===== config.mk =====
export PLATFORM = sky130hd
export DESIGN_NAME = router_pe_port
export DESIGN_NICKNAME = d
export VERILOG_FILES = /design/src/rtl/router_pkg.sv /design/src/rtl/vc_buffer.sv /design/src/rtl/router_pe_port.sv
export SDC_FILE = /design/constraint.sdc
export NUM_CORES = 1
export LEC_CHECK = 0
export CAP_MARGIN = 10
export CORE_MARGIN = 5
export CORE_UTILIZATION = 45
export CTS_CLUSTER_DIAMETER = 40
export DETAILED_ROUTE_END_ITERATION = 10
export PLACE_DENSITY = 0.82
export RECOVER_POWER = 25
export SLEW_MARGIN = 20
export SYNTH_ARGS = -nofsm -noshare
export SYNTH_HDL_FRONTEND = slang
export SYNTH_SLANG_ARGS = --single-unit

===== constraint.sdc =====
create_clock -name clk -period 2.85 [get_ports clk]
set_clock_uncertainty 0.05 [all_clocks]
set_input_delay 0.57 -clock clk [delete_from_list [all_inputs] [get_ports clk]]
set_output_delay 0.57 -clock clk [all_outputs]
set_load 0.05 [all_outputs]

===== src/rtl/router_pkg.sv =====
// Shared router constants: default packet width, position of the VC bit
// in [0:N-1] packet ordering, and the number of virtual channels.
package router_pkg;
    localparam int PACKET_WIDTH_DEFAULT = 64;
    localparam int VC_BIT               = 0;
    localparam int NUM_VC               = 2;
endpackage


===== src/rtl/vc_buffer.sv =====
// One-entry packet register with a full flag. The full flag is the only
// validity indicator; the data word is cleared only by reset.
module vc_buffer #(
    parameter int WIDTH = 64
) (
    input  logic             clk,
    input  logic             reset,
    input  logic             wr,
    input  logic             clr,
    input  logic [0:WIDTH-1] din,
    output logic [0:WIDTH-1] dout,
    output logic             full
);

    // wr and clr never coincide: the port drives them from opposite polarity phases.
    always_ff @(posedge clk or negedge reset) begin
        if (!reset) begin
            dout <= '0;
            full <= 1'b0;
        end else if (wr) begin
            dout <= din;
            full <= 1'b1;
        end else if (clr) begin
            full <= 1'b0;
        end
    end

endmodule


===== src/rtl/router_pe_port.sv =====
// Router-side PE port: per-VC ingress/egress one-entry buffers, alternated between
// the NIC link and the crossbar by a toggling polarity. Optional macro: PE_PORT_VC_CHECK_EN.
module router_pe_port
    import router_pkg::*;
#(
    parameter int PACKET_WIDTH = PACKET_WIDTH_DEFAULT
) (
    input  logic                  clk,
    input  logic                  reset,
    output logic                  polarity,
    input  logic                  pe_si,
    output logic                  pe_ri,
    input  logic [0:PACKET_WIDTH-1] pe_di,
    output logic                  pe_so,
    input  logic                  pe_ro,
    output logic [0:PACKET_WIDTH-1] pe_do,
    output logic                  xb_req,
    output logic [0:PACKET_WIDTH-1] xb_dout,
    input  logic                  xb_gnt,
    input  logic                  xb_si,
    output logic                  xb_ri,
    input  logic [0:PACKET_WIDTH-1] xb_din,
    output logic                  err_vc
);

    logic                    p;
    logic [NUM_VC-1:0]       ing_full;
    logic [NUM_VC-1:0]       egr_full;
    logic [NUM_VC-1:0]       ing_wr;
    logic [NUM_VC-1:0]       ing_clr;
    logic [NUM_VC-1:0]       egr_wr;
    logic [NUM_VC-1:0]       egr_clr;
    logic [0:PACKET_WIDTH-1] ing_q [NUM_VC];
    logic [0:PACKET_WIDTH-1] egr_q [NUM_VC];
    logic                    ing_hs;
    logic                    vc_ok;

    always_ff @(posedge clk or negedge reset) begin
        if (!reset) p <= 1'b0;
        else        p <= ~p;
    end

    assign polarity = p;

    // Handshakes: a transfer happens on a rising edge where the sender's strobe
    // (pe_si, xb_si, pe_so, xb_req) and the receiver's ready (pe_ri, xb_ri, pe_ro,
    // xb_gnt) are both high; a strobe without ready is ignored and changes nothing.
    // Link side uses VC p, crossbar side uses VC ~p, so no buffer sees both at once.
    assign pe_ri   = ~ing_full[p];
    assign xb_req  = ing_full[~p];
    assign xb_dout = ing_q[~p];
    assign xb_ri   = ~egr_full[~p];
    assign pe_so   = egr_full[p];
    assign pe_do   = egr_q[p];

    assign ing_hs = pe_si & pe_ri;

`ifdef PE_PORT_VC_CHECK_EN
    logic err_q;

    // A packet tagged for the wrong VC completes its handshake but is dropped.
    assign vc_ok = (pe_di[VC_BIT] == p);

    always_ff @(posedge clk or negedge reset) begin
        if (!reset)               err_q <= 1'b0;
        else if (ing_hs && !vc_ok) err_q <= 1'b1;
    end

    assign err_vc = err_q;
`else
    assign vc_ok  = 1'b1;
    assign err_vc = 1'b0;
`endif

    for (genvar v = 0; v < NUM_VC; v++) begin : g_vc
        localparam logic VC = 1'(v);

        assign ing_wr[v]  = ing_hs & vc_ok & (p == VC);
        assign ing_clr[v] = xb_req & xb_gnt & (p != VC);
        assign egr_wr[v]  = xb_si & xb_ri & (p != VC);
        assign egr_clr[v] = pe_so & pe_ro & (p == VC);

        vc_buffer #(.WIDTH(PACKET_WIDTH)) u_ing (
            .clk  (clk),
            .reset(reset),
            .wr   (ing_wr[v]),
            .clr  (ing_clr[v]),
            .din  (pe_di),
            .dout (ing_q[v]),
            .full (ing_full[v])
        );

        vc_buffer #(.WIDTH(PACKET_WIDTH)) u_egr (
            .clk  (clk),
            .reset(reset),
            .wr   (egr_wr[v]),
            .clr  (egr_clr[v]),
            .din  (xb_din),
            .dout (egr_q[v]),
            .full (egr_full[v])
        );
    end

endmodule


After elaboration in Yosys (flattened, before gate mapping). Cells that the tools add are included.

Register bits: 261. Bits in latches: 0. Memory bits (writable): 0. ROM bits: 0. Output and inout bits: 134. Word-level logic and storage cells: 56. Memories kept: 0.

Add/subtract/negate cells: 0. Multiply operators: 0. Divide/modulo/power cells: 0. Order comparisons: 4. Eq/ne operators: 0. Shift operators: 0. Multiplexer cells: 22. Bitwise logic cells: 17. Reduce and logical (&&, ||, !) cells: 4.

Operators by type and width (number): 2-to-1 mux 64 bit (6); 2-to-1 mux 1 bit (16); AND 1 bit (12); nonzero test 2 bit (4); >= comparator 2 bit, second input constant (2); less-than comparator 1 x 2 -> 1 bit, second input constant (2); NOT 1 -> 2 bit (2); NOT 1 bit (3).

Logic depth before layout (Yosys ltp). Gate-level depths: netlist (run 1).

Depth in word-level cells: 7. Depth in mapped cells: 5. Mapped depth without buffers: 2.

By module. From an unflattened synthesis (run 1), not the netlist that was laid out.

Cell total of the unflattened synthesis: 712. Area, all modules: 12485.7 um2.

Modules (own cells, without submodules): vc_buffer (instances 4, cells each 138, area each 2615.0 um2, sequential area each 1626.6 um2); router_pe_port (instances 1, cells each 160, area each 2025.7 um2, sequential area each 25.0 um2).

Worst setup path after synthesis (run 1). OpenSTA, ideal clock, no wires.

Path kind: register -> output. From: reg p, in the netlist polarity. To: out pe_so. Arrival: 2.228 ns. Path slack: 0.002 ns. Stages on the path, launching flop included: 5. Buffers on the path: 3. Path through: dfrtp_1 buf_6 buf_2 buf_2 o21ai_0.

Longest elaborated chain between the ends: 2.

RTL lines: start: declaration (RTL line router_pe_port.sv:26) `logic p;`; start signal: assignment (RTL line router_pe_port.sv:40) `else p <= ~p;`; 2-to-1 mux 1 bit (not written as such) (2 in series) (RTL line router_pe_port.sv:53) `assign pe_so = egr_full[p];`; end: declaration (RTL line router_pe_port.sv:14) `output logic pe_so,`.

Every way passes these cells. The select of a mux whose other input is x is not followed.

Worst setup path after layout (run 1).
From: reg p, in the netlist polarity. To: out pe_do[44] in the netlist's numbering.

Longest elaborated chain between the ends: 4.

RTL lines: NOT 1 -> 2 bit (not written as such) (RTL line router_pe_port.sv:54) `assign pe_do = egr_q[p];`; 2-to-1 mux 64 bit (not written as such) (3 in series) (RTL line router_pe_port.sv:54); end: declaration (RTL line router_pe_port.sv:16) `output logic [0:PACKET_WIDTH-1] pe_do,`.

Every way passes these cells. The select of a mux whose other input is x is not followed.

==> impl_results.md, run 1 <==
* Fin nets at about 1,100
* HPWL Detailed at approximately 18 mm
* CP Capture Type: primary output
* Area delta synth->final at 32.15%
* Synth Area in Simple Gates at 0.4596%
* CTS resizes at 0
* Crit Path Class: reg2out
* Setup total negative slack at 0 ps
* Synth Area in XOR/XNOR at 0%
* Commonest cells in the netlist: 264 x mux2_2, 261 x dfrtp_1, 120 x mux2_4, 15 x buf_6, 13 x buf_4
* TritonCTS clock tree: built
* ANT cells at 0
* Slew Limit Fails at 0
* ANT nets after route at 0
* Hold Fails Final Rpt at 0
* Pwr dens at 780.5 mW/mm^2
* Final setup viols at 0
* Critical Path RT at 2230 ps
* Dominant synthesized flop cell: dfrtp_1
* Setup repair after global routing missed its margin: false
* Sw frac at 29.94%
* Die Area at between 0.02 and 0.03 sq mm
* Top cell type's share of synthesized area at a little over half
* Initial DRC Count at ~340
* Most frequent cell after synthesis: mux2_2
* H-tree Lvls at 2
* Seq cells post-synth at ~260
* Post-Syn Area at about 0.012 sq mm
* Fin crit share at 95.24%
* Number of synthesized flops with an enable pin at 0
* Hold Crit Class: reg2reg
* DRC violations left at 0
* Internal power at 8.657 mW
* Largest family of logic cells by synthesized area: multiplexers
* Vias/cell at around 5.1
* Via Count at 6,908
* Top Ports at between 200 and 300
* Grt total ovfl at 0
* Sequential share of power at between 30% and 40%
* VDD IR max at about 0.65 mV
* Post-synthesis sequential area ratio at a little over half
* Cells after Synth at around 710
* Multi-input logic area at 0.004908 sq mm
* Max Cap Viol at 0
* Post-synthesis adder-cell area fraction at 0%
* Wire per inst at approximately 20 microns
* Initial antenna violation count at 0
* Vias in the first global route at 7,782
* Finished Layout Cells at 1,359
* Async SR Flop Fraction at between 90% and 100%
* Final wirelength at between 20 and 30 mm
* CP Launch Type: flop
* Worst-Margin Slew at ~1200 ps
* Largest net degree at the start of global routing at 70
* P_sw at between 3 and 4 mW
* Reg area at between 0.006 and 0.007 sq mm
* Leak at around 7.0 nW
* Layout fillers at 2,007
* Hold-fix buffers, CTS at 1
* Worst path arrival time at around 2100 ps
* Num CTS Buffers at 38
* Postcts setup bufs at 0
* Layout cells sized above 1 at about three fifths
* Global Route Usage Sum at around 17%
* Synthesis warning total at 0
* Post-synthesis mux area share at about two fifths
* Combinational power share at between 20% and 30%
* Placed insts at ~1,300
* Clk network pwr share at roughly two fifths
* IO buf count at approximately 270
* Compound-Gate Fraction of Synth Area at less than 1%
* Library cells used by synthesis at 16
* Clock root buffer: clkbuf_16
* Die width at 173.1 microns
* Core area at 0.02613 sq mm
* Count of TritonRoute iterations in the first routing pass at 5
* Minimum clock period at 2714 ps
* Maximum clock path buffer count at 3
* Mean post-synth cell area at around 17 sq um
* Slew Limit Headroom at a little under a quarter
* Post-synthesis net count at approximately 850
* Worst skew pair latency at between 500 and 600 ps
* Max Freq at ~370 MHz
* Reg clk slew, reported paths at around 60 ps
* FP Rows at between 50 and 60
* Layout Utilization at ~61%
* Status: complete, no violations
* Synth top area cells: dfrtp_1 55%, mux2_2 25%, mux2_4 15%
* DIE HEIGHT at about 170 microns
* Post-synth top area cell: dfrtp_1
* First-pass GRT wire length at roughly 43 mm
* Routability cong. at between 0.7 and 0.8
* Sink Count at 261
* Initial core utilization at between 40% and 50%
* Crit-path max FO at 40
per-stage QoR:
step	cell area [sq um]	setup slack (ps)	hold slack, ps	total power [mW]
6_report	15830	135.8	446.8	12.36
5_1_grt	15830	63.55	464.2	12.88
4_1_cts	15860	88.87	451.7	12.52
3_5_place_dp	14540	374.3	438.0	7.671
3_3_place_gp	14540	387.7	432.8	7.598
2_1_floorplan	11980	1.873	224.4	6.671
power by group through the flow:
stage / Sequential (mW) / Clock (mW) / Combinational (mW)
final: 4.59 / 4.75 / 3.01
after global routing: 4.66 / 5.05 / 3.17
after CTS: 4.59 / 4.87 / 3.05
after detailed placement: 4.63 / 0 / 3.04
after global placement: 4.61 / 0 / 2.99
after floorplan: 4.53 / 0 / 2.14
registers in the layout, summed over array words and instances, names as in the netlist:
| name | flops |
|---|---|
| g_vc.u_egr.dout | 128 |
| g_vc.u_egr.full | 2 |
| g_vc.u_ing.dout | 128 |
| g_vc.u_ing.full | 2 |
| polarity | 1 |
worst max-delay path, stage by stage, from the launching register on:
cell and delay, ps:
dfrtp_4 670, buf_12 310, mux2_2 380, buf_4 190
kinds of logic after synthesis:
logic type	after synthesis
simple gates	8
flops	261
other cells	1
mux	386
compound gates	8
buf+inv	50
per-layer routing:
| metal | routed length [microns] | global-route usage, % |
|---|---|---|
| met5 | 0 | 0 |
| met3 | 1854 | 5.109 |
| met1 | 11830 | 23.77 |
| met2 | 12530 | 27.91 |
| met4 | 412 | 4.090 |
path summary, 6_finish.rpt:
path                                               startpoint                                 end  slack [ps]  depth (start not counted)
hold reg to reg            g_vc[1].u_ing.dout[56]$_DFFE_PN0P_  g_vc[1].u_ing.dout[56]$_DFFE_PN0P_         450                          1
hold / removal             g_vc[1].u_ing.dout[56]$_DFFE_PN0P_  g_vc[1].u_ing.dout[56]$_DFFE_PN0P_         450                          1
max in group asynchronous                               reset                  polarity$_DFF_PN0_         560                          3
setup reg to reg                           polarity$_DFF_PN0_  g_vc[0].u_ing.dout[19]$_DFFE_PN0P_         570                          4
setup / recovery                           polarity$_DFF_PN0_                           pe_do[44]         140                          3
min in group asynchronous                               reset  g_vc[1].u_ing.dout[19]$_DFFE_PN0P_         560                          2
placed cells by master, fill, tap and decap left out, types with 2 or more instances in the layout:
cell / n
bufinv_16: 5
nand2_1: 2
inv_1: 5
mux2_2: 264
buf_12: 11
clkinv_4: 7
clkbuf_1: 2
o22ai_1: 2
clkinvlp_4: 3
mux2_4: 120
dfrtp_1: 260
clkinv_2: 3
nor2_1: 2
clkbuf_16: 38
clkdlybuf4s50_1: 132
nand3b_1: 2
mux2i_1: 2
inv_6: 3
buf_4: 142
clkbuf_8: 3
nor3b_4: 2
o21ai_0: 6
layout make-up:
cell class | count | share of cell area (%)
sequential | 261 | 41.29
multi-input combinational | 403 | 31.01
tap | 335 | 2.648
timing repair buffer | 289 | 16.71
inverter | 5 | 0.1186
clock buffer | 43 | 6.316
clock inverter | 23 | 1.913
No activity file was read; power rests on OpenSTA's default activity.
==> inputs of run 2 (changes only) <==
Settings changed: CTS_BUF_LIST set to sky130_fd_sc_hd__clkbuf_4 sky130_fd_sc_hd__clkbuf_8, SLEW_MARGIN 20 to not set.
==> run 2 against run 1 <==
- the run now ends with capacitance limit, slew limit left
- fmax decreased by 0.77%
- critical endpoint unchanged
- critical path depth did not move
- largest cell class unchanged
- first-iteration DRC count is 22% lower
- cell count increased by 1.2%
- global-route usage decreased by 0.29 points
- total power decreased by 9.9%
- non-clock buffer count is the same
- register-to-register slack about the same
==> impl_results.md, run 2 (synthesis gave the netlist of run 1 again) <==
* Setup repair after global routing missed its margin: false
* CP max stage cell: dfrtp_4
* Most common cell after layout, fill and taps aside: mux2_2
* Crit-path max FO at 40
* Worst path arrival time at 2120 ps
* Max Freq at about 370 MHz
* Initial DRC Count at around 260
* Global Route Usage Sum at between 10% and 20%
* DIE HEIGHT at about 170 microns
* Crit Path Class: reg2out
* CTS resizes at 0
* Max Cap Viol at 1
* Via Count at 6,973
* H-tree Lvls at 2
* Routability cong. at about 0.74
* Buf/Inv on CP at 2
* ANT cells at 0
* Sink Count at roughly 260
* Worst skew pair latency at about 530 ps
* Core area at 0.02613 sq mm
* Minimum clock period at roughly 2700 ps
* Layout Utilization at between 50% and 60%
* Worst-Margin Slew at ~1800 ps
* Slew Limit Fails at between 60 and 70
* Die Area at approximately 0.03 sq mm
* DRC violations left at 0
* Critical Path RT at between 2000 and 2500 ps
* Failing checks: capacitance limit, slew limit
* Num CTS Buffers at 47
* CP Launch Type: flop
* ANT nets after route at 0
* Most frequent cells in the layout: 264 x mux2_2, 260 x dfrtp_1, 142 x buf_4
* Fin nets at around 1,100
* Hold Crit Class: reg2reg
* CP Capture Type: primary output
* Pwr dens at around 700 mW/mm^2
* Layout cells sized above 1 at 60.10%
* Largest net degree at the start of global routing at 70
* Leak at roughly 6.9 nW
* Status: complete, but fails checks
* Grt total ovfl at 0
* IO buf count at about 270
* VDD IR max at about 0.44 mV
* Final wirelength at between 20 and 30 mm
* Critical path, cell by cell: buf_12, mux2_2, buf_4
* Count of TritonRoute iterations in the first routing pass at 4
* Setup total negative slack at 0 ps
* Vias in the first global route at between 7,000 and 8,000
* HPWL Detailed at ~18 mm
* Area delta synth->final at 29.39%
* TritonCTS clock tree: built
* Largest stage delay, worst path at 670 ps
* CP top delay family: flip-flops
* Vias/cell at slightly above 5
* Hold-fix buffers, CTS at 1
* First-pass GRT wire length at 42.84 mm
* Top flop regs: g_vc.u_egr.dout: 128 flops, g_vc.u_ing.dout: 128 flops
* Reg clk slew, reported paths at approximately 60 ps
* Hold Fails Final Rpt at 0
* FP Rows at between 50 and 60
* Fin crit share at between 90 and 100%
* FF-to-FF setup slack at between 500 and 600 ps
* Wire per inst at 19.07 microns
* Final setup viols at 0
* Maximum clock path buffer count at 3
* Die width at around 170 microns
* Postcts setup bufs at 0
* Layout fillers at a little over 2,000
* Top Ports at about 270
* Clock root buffer: clkbuf_8
* Initial core utilization at between 40% and 50%
* Initial antenna violation count at 0
* Slew Limit Headroom at -21.91%
==> run 2: cell count changes in the layout (fill, tap and decap cells not counted), moves of 2 or more <==
cell | before | now
clkbuf_8 | 3 | 56
bufinv_16 | 5 | 1
clkbuf_1 | 2 | 0
inv_6 | 3 | 0
clkinvlp_4 | 3 | 1
clkinv_2 | 3 | 11
clkbuf_4 | 1 | 12
clkbuf_16 | 38 | 0
clkinv_4 | 7 | 1
==> run 2: per-layer routing <==
metal / vias to the layer above / track usage (%) / part of all wire [%]
met1: 3564 / 23.93 / 45
li1: 3158 / - / -
met5: - / 0 / 0
met3: 34 / 5.066 / 7.0
met2: 217 / 26.71 / 46
met4: 0 / 4.157 / 1.7
==> run 2: worst reg2reg max path, stage by stage, from the launching register on <==
cell	delay, ps
dfrtp_4	640
buf_4	270
nor3b_4	460
buf_4	380
mux2_4	340
==> run 2: per-stage QoR <==
step	power, mW	hold slack (ps)	area (sq um)	worst slack (ps)	cells
global placement	7.598	432.8	14540	387.7	1292
global route	11.67	466.1	15500	12.88	1375
detailed placement	7.671	438.0	14540	374.3	1292
CTS	11.30	452.9	15520	41.59	1375
floorplan	6.671	224.4	11980	1.873	714
finish	11.13	448.2	15500	114.7	1375
==> run 2: power breakdown <==
part,internal [mW],switching (mW)
sequential,4.29,0.293
clock,2.03,1.51
combinational,1.36,1.65
==> run 2: final timing paths <==
check,cells after the start,to,startpoint
setup / recovery,3,pe_do[44],polarity$_DFF_PN0_
hold / removal,1,g_vc[1].u_ing.dout[63]$_DFFE_PN0P_,g_vc[1].u_ing.dout[63]$_DFFE_PN0P_
min in group asynchronous,2,g_vc[1].u_ing.dout[48]$_DFFE_PN0P_,reset
max in group asynchronous,3,g_vc[0].u_ing.dout[30]$_DFFE_PN0P_,reset
hold reg to reg,1,g_vc[1].u_ing.dout[63]$_DFFE_PN0P_,g_vc[1].u_ing.dout[63]$_DFFE_PN0P_
setup reg to reg,4,g_vc[0].u_ing.dout[58]$_DFFE_PN0P_,polarity$_DFF_PN0_
==> run 2: area by class of cell <==
class	count	area, sq um	area share (%)
flip-flops and latches	261	6535	42.17
multi-input cells	403	4908	31.67
repair buffers	289	2654	17.12
clock buffers	68	860.8	5.555
well taps	335	419.2	2.705
clock inverters	14	101.3	0.6540
inverters	5	18.77	0.1211
